===== config.mk =====
export PLATFORM = sky130hd
export DESIGN_NAME = bcd_serial_accumulator_flat
export DESIGN_NICKNAME = d
export VERILOG_FILES = /design/src/rtl/bcd_pkg.sv /design/src/rtl/bcd_serial_accumulator_if.sv /design/src/rtl/bcd_seg7.sv /design/src/rtl/bcd_serial_accumulator.sv /design/src/flat_wrapper.sv
export SDC_FILE = /design/constraint.sdc
export NUM_CORES = 1
export LEC_CHECK = 0
export ABC_AREA = 1
export CORE_MARGIN = 3
export CORE_UTILIZATION = 54
export DETAILED_ROUTE_END_ITERATION = 10
export PLACE_DENSITY = 0.87
export REMOVE_ABC_BUFFERS = 1
export SLEW_MARGIN = 10
export SYNTH_ARGS = -nofsm -noshare
export SYNTH_HDL_FRONTEND = slang
export SYNTH_SLANG_ARGS = --single-unit

===== constraint.sdc =====
create_clock -name clk -period 8.1 [get_ports clk]
set_clock_uncertainty 0.05 [all_clocks]
set_input_delay 0.81 -clock clk [delete_from_list [all_inputs] [get_ports clk]]
set_output_delay 0.81 -clock clk [all_outputs]
set_load 0.01 [all_outputs]

===== src/rtl/bcd_pkg.sv =====
// Shared constants, types and helpers for the serial BCD accumulator and its display decoders.
package bcd_pkg;

  localparam int unsigned DIGIT_W = 4;
  localparam int unsigned SUM_W   = DIGIT_W + 1;
  localparam int unsigned SEG_W   = 7;

  localparam logic [DIGIT_W-1:0] BCD_MAX = 4'd9;
  localparam logic [DIGIT_W-1:0] BCD_ADJ = 4'd6;

  // Active-low segment patterns, bit order {g,f,e,d,c,b,a}
  localparam logic [SEG_W-1:0] SEG_BLANK = 7'h7F;
  localparam logic [SEG_W-1:0] SEG_DIGIT [0:9] = '{
    7'b1000000, 7'b1111001, 7'b0100100, 7'b0110000, 7'b0011001,
    7'b0010010, 7'b0000010, 7'b1111000, 7'b0000000, 7'b0010000
  };

  typedef logic [DIGIT_W-1:0] digit_t;

  typedef enum logic [1:0] {
    ST_IDLE = 2'd0,
    ST_ADD  = 2'd1,
    ST_DONE = 2'd2
  } state_e;

  typedef struct packed {
    logic   carry;
    digit_t sum;
  } digit_res_t;

  function automatic logic digit_invalid(input digit_t d);
    return d > BCD_MAX;
  endfunction

endpackage


===== src/rtl/bcd_serial_accumulator_if.sv =====
// Operand/result bus between the switch front end and the serial BCD accumulator.
interface bcd_serial_accumulator_if
  import bcd_pkg::*;
#(
  parameter int unsigned DIGITS = 4
);

  localparam int unsigned BUS_W = DIGIT_W * DIGITS;
  localparam int unsigned HEX_W = SEG_W * (DIGITS + 1);

  logic             start;
  logic             sub;
  logic             ci;
  logic [BUS_W-1:0] a;
  logic [BUS_W-1:0] b;
  logic             busy;
  logic             done;
  logic [BUS_W-1:0] s;
  logic             co;
  logic             err;
  logic [HEX_W-1:0] hex;

  modport master (
    output start, sub, ci, a, b,
    input  busy, done, s, co, err, hex
  );

  modport slave (
    input  start, sub, ci, a, b,
    output busy, done, s, co, err, hex
  );

endinterface


===== src/rtl/bcd_seg7.sv =====
// BCD digit to active-low 7-segment decoder; non-decimal codes are blanked.
module bcd_seg7
  import bcd_pkg::*;
(
  input  digit_t           digit_i,
  output logic [SEG_W-1:0] seg_o
);

  always_comb begin
    seg_o = SEG_BLANK;
    if (digit_i <= BCD_MAX) begin
      seg_o = SEG_DIGIT[digit_i];
    end
  end

endmodule


===== src/rtl/bcd_serial_accumulator.sv =====
// N-digit BCD add/subtract, one digit per clock LSD first, with decimal carry held between cycles
// and a start/busy/done handshake; drives one 7-segment display per result digit plus carry.
module bcd_serial_accumulator
  import bcd_pkg::*;
#(
  parameter int unsigned DIGITS = 4
) (
  input  logic                    clk,
  input  logic                    rst,
  bcd_serial_accumulator_if.slave bus
);

  localparam int unsigned IDX_W = (DIGITS > 1) ? $clog2(DIGITS) : 1;
  localparam logic [IDX_W-1:0] IDX_LAST = IDX_W'(DIGITS - 1);

  state_e           state_q, state_d;
  logic             accept_c, last_c, busy_d, done_d;
  logic             busy_q, done_q, sub_q, carry_q, co_q, err_q;
  logic [IDX_W-1:0] idx_q;
  digit_t           a_q [DIGITS];
  digit_t           b_q [DIGITS];
  digit_t           s_q [DIGITS];
  digit_t           in_a [DIGITS];
  digit_t           in_b [DIGITS];
  logic             in_err;
  digit_t           a_dig, b_dig;
  logic [SUM_W-1:0] t;
  digit_res_t       res;

  for (genvar i = 0; i < DIGITS; i++) begin : g_unpack
    assign in_a[i] = bus.a[i*DIGIT_W +: DIGIT_W];
    assign in_b[i] = bus.b[i*DIGIT_W +: DIGIT_W];
  end

  always_ff @(posedge clk or posedge rst) begin
    if (rst) begin
      state_q <= ST_IDLE;
    end else begin
      state_q <= state_d;
    end
  end

  always_comb begin
    state_d = state_q;
    case (state_q)
      ST_IDLE: if (bus.start)          state_d = ST_ADD;
      ST_ADD:  if (idx_q == IDX_LAST)  state_d = ST_DONE;
      ST_DONE:                         state_d = ST_IDLE;
      default:                         state_d = ST_IDLE;
    endcase
  end

  // busy/done are registered from the next state so they line up with the state register
  always_comb begin
    accept_c = (state_q == ST_IDLE) && bus.start;
    last_c   = (state_q == ST_ADD) && (idx_q == IDX_LAST);
    busy_d   = (state_d == ST_ADD);
    done_d   = (state_d == ST_DONE);
  end

  // Digit adder: 9's complement of B for subtract, +6 decimal adjust above nine
  always_comb begin
    a_dig     = a_q[idx_q];
    b_dig     = sub_q ? (BCD_MAX - b_q[idx_q]) : b_q[idx_q];
    t         = SUM_W'(a_dig) + SUM_W'(b_dig) + SUM_W'(carry_q);
    res.carry = 1'b0;
    res.sum   = t[DIGIT_W-1:0];
    if (t > SUM_W'(BCD_MAX)) begin
      res.carry = 1'b1;
      res.sum   = DIGIT_W'(t + SUM_W'(BCD_ADJ));
    end
  end

  always_comb begin
    in_err = 1'b0;
    for (int i = 0; i < DIGITS; i++) begin
      if (digit_invalid(in_a[i]) || digit_invalid(in_b[i])) begin
        in_err = 1'b1;
      end
    end
  end

  always_ff @(posedge clk or posedge rst) begin
    if (rst) begin
      busy_q  <= 1'b0;
      done_q  <= 1'b0;
      sub_q   <= 1'b0;
      carry_q <= 1'b0;
      co_q    <= 1'b0;
      err_q   <= 1'b0;
      idx_q   <= '0;
      a_q     <= '{default: '0};
      b_q     <= '{default: '0};
      s_q     <= '{default: '0};
    end else begin
      busy_q <= busy_d;
      done_q <= done_d;
      if (accept_c) begin
        a_q     <= in_a;
        b_q     <= in_b;
        sub_q   <= bus.sub;
        carry_q <= bus.sub ? ~bus.ci : bus.ci;
        err_q   <= in_err;
        s_q     <= '{default: '0};
        co_q    <= 1'b0;
        idx_q   <= '0;
      end else if (state_q == ST_ADD) begin
        s_q[idx_q] <= res.sum;
        carry_q    <= res.carry;
        idx_q      <= last_c ? '0 : idx_q + IDX_W'(1);
        if (last_c) begin
          co_q <= res.carry;
        end
      end
    end
  end

  assign bus.busy = busy_q;
  assign bus.done = done_q;
  assign bus.co   = co_q;
  assign bus.err  = err_q;

  logic [SEG_W*(DIGITS+1)-1:0] hex_c;

  for (genvar i = 0; i < DIGITS; i++) begin : g_digit
    assign bus.s[i*DIGIT_W +: DIGIT_W] = s_q[i];
    bcd_seg7 u_seg (
      .digit_i (s_q[i]),
      .seg_o   (hex_c[i*SEG_W +: SEG_W])
    );
  end

  bcd_seg7 u_seg_co (
    .digit_i ({{(DIGIT_W-1){1'b0}}, co_q}),
    .seg_o   (hex_c[DIGITS*SEG_W +: SEG_W])
  );

  assign bus.hex = hex_c;

endmodule


===== src/flat_wrapper.sv =====
// flat-port wrapper written by rule: the top's interface ports become plain ports
module bcd_serial_accumulator_flat import bcd_pkg::*;
#(
  parameter int unsigned DIGITS = 4
)
  (clk, rst, bus_start, bus_sub, bus_ci, bus_a, bus_b, bus_busy, bus_done, bus_s, bus_co, bus_err, bus_hex);
  bcd_serial_accumulator_if #(.DIGITS(DIGITS)) bus_i ();
  input  logic clk;
  input  logic rst;
  input wire logic [$bits(bus_i.start)-1:0] bus_start;
  input wire logic [$bits(bus_i.sub)-1:0] bus_sub;
  input wire logic [$bits(bus_i.ci)-1:0] bus_ci;
  input wire logic [$bits(bus_i.a)-1:0] bus_a;
  input wire logic [$bits(bus_i.b)-1:0] bus_b;
  output wire logic [$bits(bus_i.busy)-1:0] bus_busy;
  output wire logic [$bits(bus_i.done)-1:0] bus_done;
  output wire logic [$bits(bus_i.s)-1:0] bus_s;
  output wire logic [$bits(bus_i.co)-1:0] bus_co;
  output wire logic [$bits(bus_i.err)-1:0] bus_err;
  output wire logic [$bits(bus_i.hex)-1:0] bus_hex;
  assign bus_i.start = bus_start;
  assign bus_i.sub = bus_sub;
  assign bus_i.ci = bus_ci;
  assign bus_i.a = bus_a;
  assign bus_i.b = bus_b;
  assign bus_busy = bus_i.busy;
  assign bus_done = bus_i.done;
  assign bus_s = bus_i.s;
  assign bus_co = bus_i.co;
  assign bus_err = bus_i.err;
  assign bus_hex = bus_i.hex;
  bcd_serial_accumulator #(.DIGITS(DIGITS)) u_core (.clk(clk), .rst(rst), .bus(bus_i));
endmodule

==> impl_metrics.toml <==
[run]
max_cap_viol_count = 0

[yosys]
synth-seq-cells = 58
synth.avg_cell_area_um2 = 7.61
synth_area_um2 = 3690
ys_warn_count = 0
synthArstFlopShare = 1.00
synth_top_flop_cell = "dfrtp_1"
yosysUniqueCellTypes = 31
yosysSeqAreaShare = 0.393
synthCells = 485
synth_edf_count = 0

[status]
outcome = "finished clean"

[floorplanning]
core_um2 = 6490
dieArea_um2 = 7870
die_y_um = 88.7
num_rows = 29
ios = 92
start_util = 0.568
die_x_um = 88.7

[sta]
worst_slew_pin_slew_ps = 706
finalHoldViolations = 0
fin_crit_sh = 0.480
period_needed_ps = 3890
max_freq_mhz = 257
hold_slack_ps = 426
rsz0062_at_grt = "no"
final_max_slew_viol_count = 0
setup_violations = 0
slew_headroom = 0.528
setup_tns_ps = 0

[clock_tree]
cts_root_buf = "clkbuf_8"
cts_tree = "done"
cts_made_buffers = 9
cts.repair.resized = 0
cts_setup_buffers = 0
clk-insertion-delay-late_ps = 340
htree_levels = 3
cts.reportedPaths.clkPinSlew_ps = 70
cts.path.max_buffers = 2
cts_hold_buffers = 0
cts.sinks = 58

[worst_setup_path]
reg2reg_depth = 15
required_ps = 8270
worst-path-max-fanout = 22
critical_path.most_common_cell = "inv_1"
crit_path_end_kind = "flip-flop"
critical_path_depth = 15
start_kind = "flip-flop"
critPathBufInv = 3
cp_slowest_stage_delay_ps = 660
cp.arrival_ps = 4060
cp_top_family = "adder cells"
path_class = "flip-flop to flip-flop"
slowest_stage = "dfrtp_1"
path_cells = "inv_1 -> o21ai_0 -> o22ai_1 -> xnor2_1 -> fa_1 -> inv_1 -> fa_1 -> inv_1 -> ha_1 -> nand2_1 -> a21boi_2 -> nand2_2 -> nand3_1 -> nand3_1 -> nand2_1"

[detailed_routing]
remaining_drc_errors = 0
drt_iter0_drc = 253
viasPerCell = 5.47
first_pass_iters = 6
ant_nets = 0
routed_wl_um = 8850
vias = 3550
wl_per_cell_um = 13.6

[place]
io_buffers = 88
dp_hpwl_um = 6540
routabilityCongestion = 0.913

[cells_and_area]
n_antenna_cell = 0
num-nets-final = 635
area_delta_synth_final_pct = 29.9
fill_cells = 480
layout_common_cells = "nand2_1, clkdlybuf4s50_1, o21ai_0, dfrtp_1, inv_1"
drive_above_1_share = 0.0734
final_common_cell = "nand2_1"

[min_path]
hold_depth = 2
holdCritPathClass = "flip-flop to flip-flop"

[global_routing]
grt_pass1_wl_um = 14900
grt_pass1_vias = 3433
busiest_layer = "met2"
grt_max_degree = 59
grt_usage = 0.240
gr-usage-met3 = 0.0466
grt.overflow.total = 0
grtUsageMet2 = 0.424
antenna_found_initial = 0
grt_use_met1 = 0.283
-- kinds of logic after synthesis --
kind of cell               Yosys count  share of synthesized area
AOI/OAI and AO/OA                   98                      0.150
xor gates and xnor gates             3                    0.00712
adders and majority gates           31                      0.109
buffers and inverters               73                     0.0891
DFF                                 58                      0.393
other                                2                    0.00203
and+or+nand+nor                    220                      0.249
-- final timing paths --
check | to | startpoint | slack [ps]
setup / recovery | u_core.bus.s[10] | u_core.idx_q[0] | 4210
min in group asynchronous | u_core.bus.done | rst | 930
max in group asynchronous | u_core.b_q[7] | rst | 6580
hold / removal | u_core.b_q[11] | u_core.b_q[11] | 430
hold reg to reg | u_core.b_q[11] | u_core.b_q[11] | 430
setup reg to reg | u_core.bus.s[10] | u_core.idx_q[0] | 4210
-- synth_stat cells, types with 3 or more instances --
master / count / area share
a21oi_1: 11 / 0.015
buf_2: 9 / 0.012
buf_4: 9 / 0.018
dfrtp_1: 58 / 0.39
ha_1: 29 / 0.098
inv_1: 47 / 0.048
inv_2: 6 / 0.0061
nand2_1: 153 / 0.16
nand2_2: 7 / 0.012
nand3_1: 29 / 0.039
nor2_1: 25 / 0.025
nor2_4: 3 / 0.0091
o21ai_0: 58 / 0.079
o21ai_1: 8 / 0.011
o21ai_2: 3 / 0.0071
o22ai_1: 7 / 0.012
o311ai_0: 4 / 0.0095
-- registers in the layout, summed over array words and instances, names as in the netlist --
register / count
u_core.a_q: 16
u_core.b_q: 16
u_core.bus.busy: 1
u_core.bus.co: 1
u_core.bus.done: 1
u_core.bus.err: 1
u_core.bus.s: 16
u_core.carry_q: 1
u_core.idx_q: 2
u_core.state_q: 2
u_core.sub_q: 1
-- stage by stage --
stage          area, um2  instances  setup slack (ps)   util
2_1_floorplan       3570        467              4890      -
3_3_place_gp        4560        633              4610  0.702
3_5_place_dp        4560        633              4310  0.702
4_1_cts             4790        649              4270  0.738
5_1_grt             4790        649              3920  0.738
6_report            4790        649              4210  0.738
-- final cells by class --
class                      count  area [um2]  share of cell area
multi-input combinational    355        1920               0.400
sequential                    58        1450               0.303
timing repair buffer          89         888               0.185
inverter                      54         205              0.0428
clock buffer                  12         165              0.0344
tap                           77        96.3              0.0201
clock inverter                 4        72.6              0.0151
-- per-layer routing --
layer,wire (um),part of all wire,vias up
met5,0,0,-
met4,220,0.025,0
met3,481,0.054,23
met2,4550,0.51,129
met1,3600,0.41,1674
li1,-,-,1724
-- worst reg2reg max path, cell delays in order (launching register included) --
cell	delay, ps
dfrtp_1	660
inv_1	440
o21ai_0	340
o22ai_1	140
xnor2_1	170
fa_1	430
inv_1	110
fa_1	470
inv_1	100
ha_1	200
nand2_1	70
a21boi_2	160
nand2_2	110
nand3_1	150
nand3_1	130
nand2_1	60
Power is left out: the tool's default activity adds up to more than one toggle a clock period on the data nets, which glitch-free logic cannot reach.
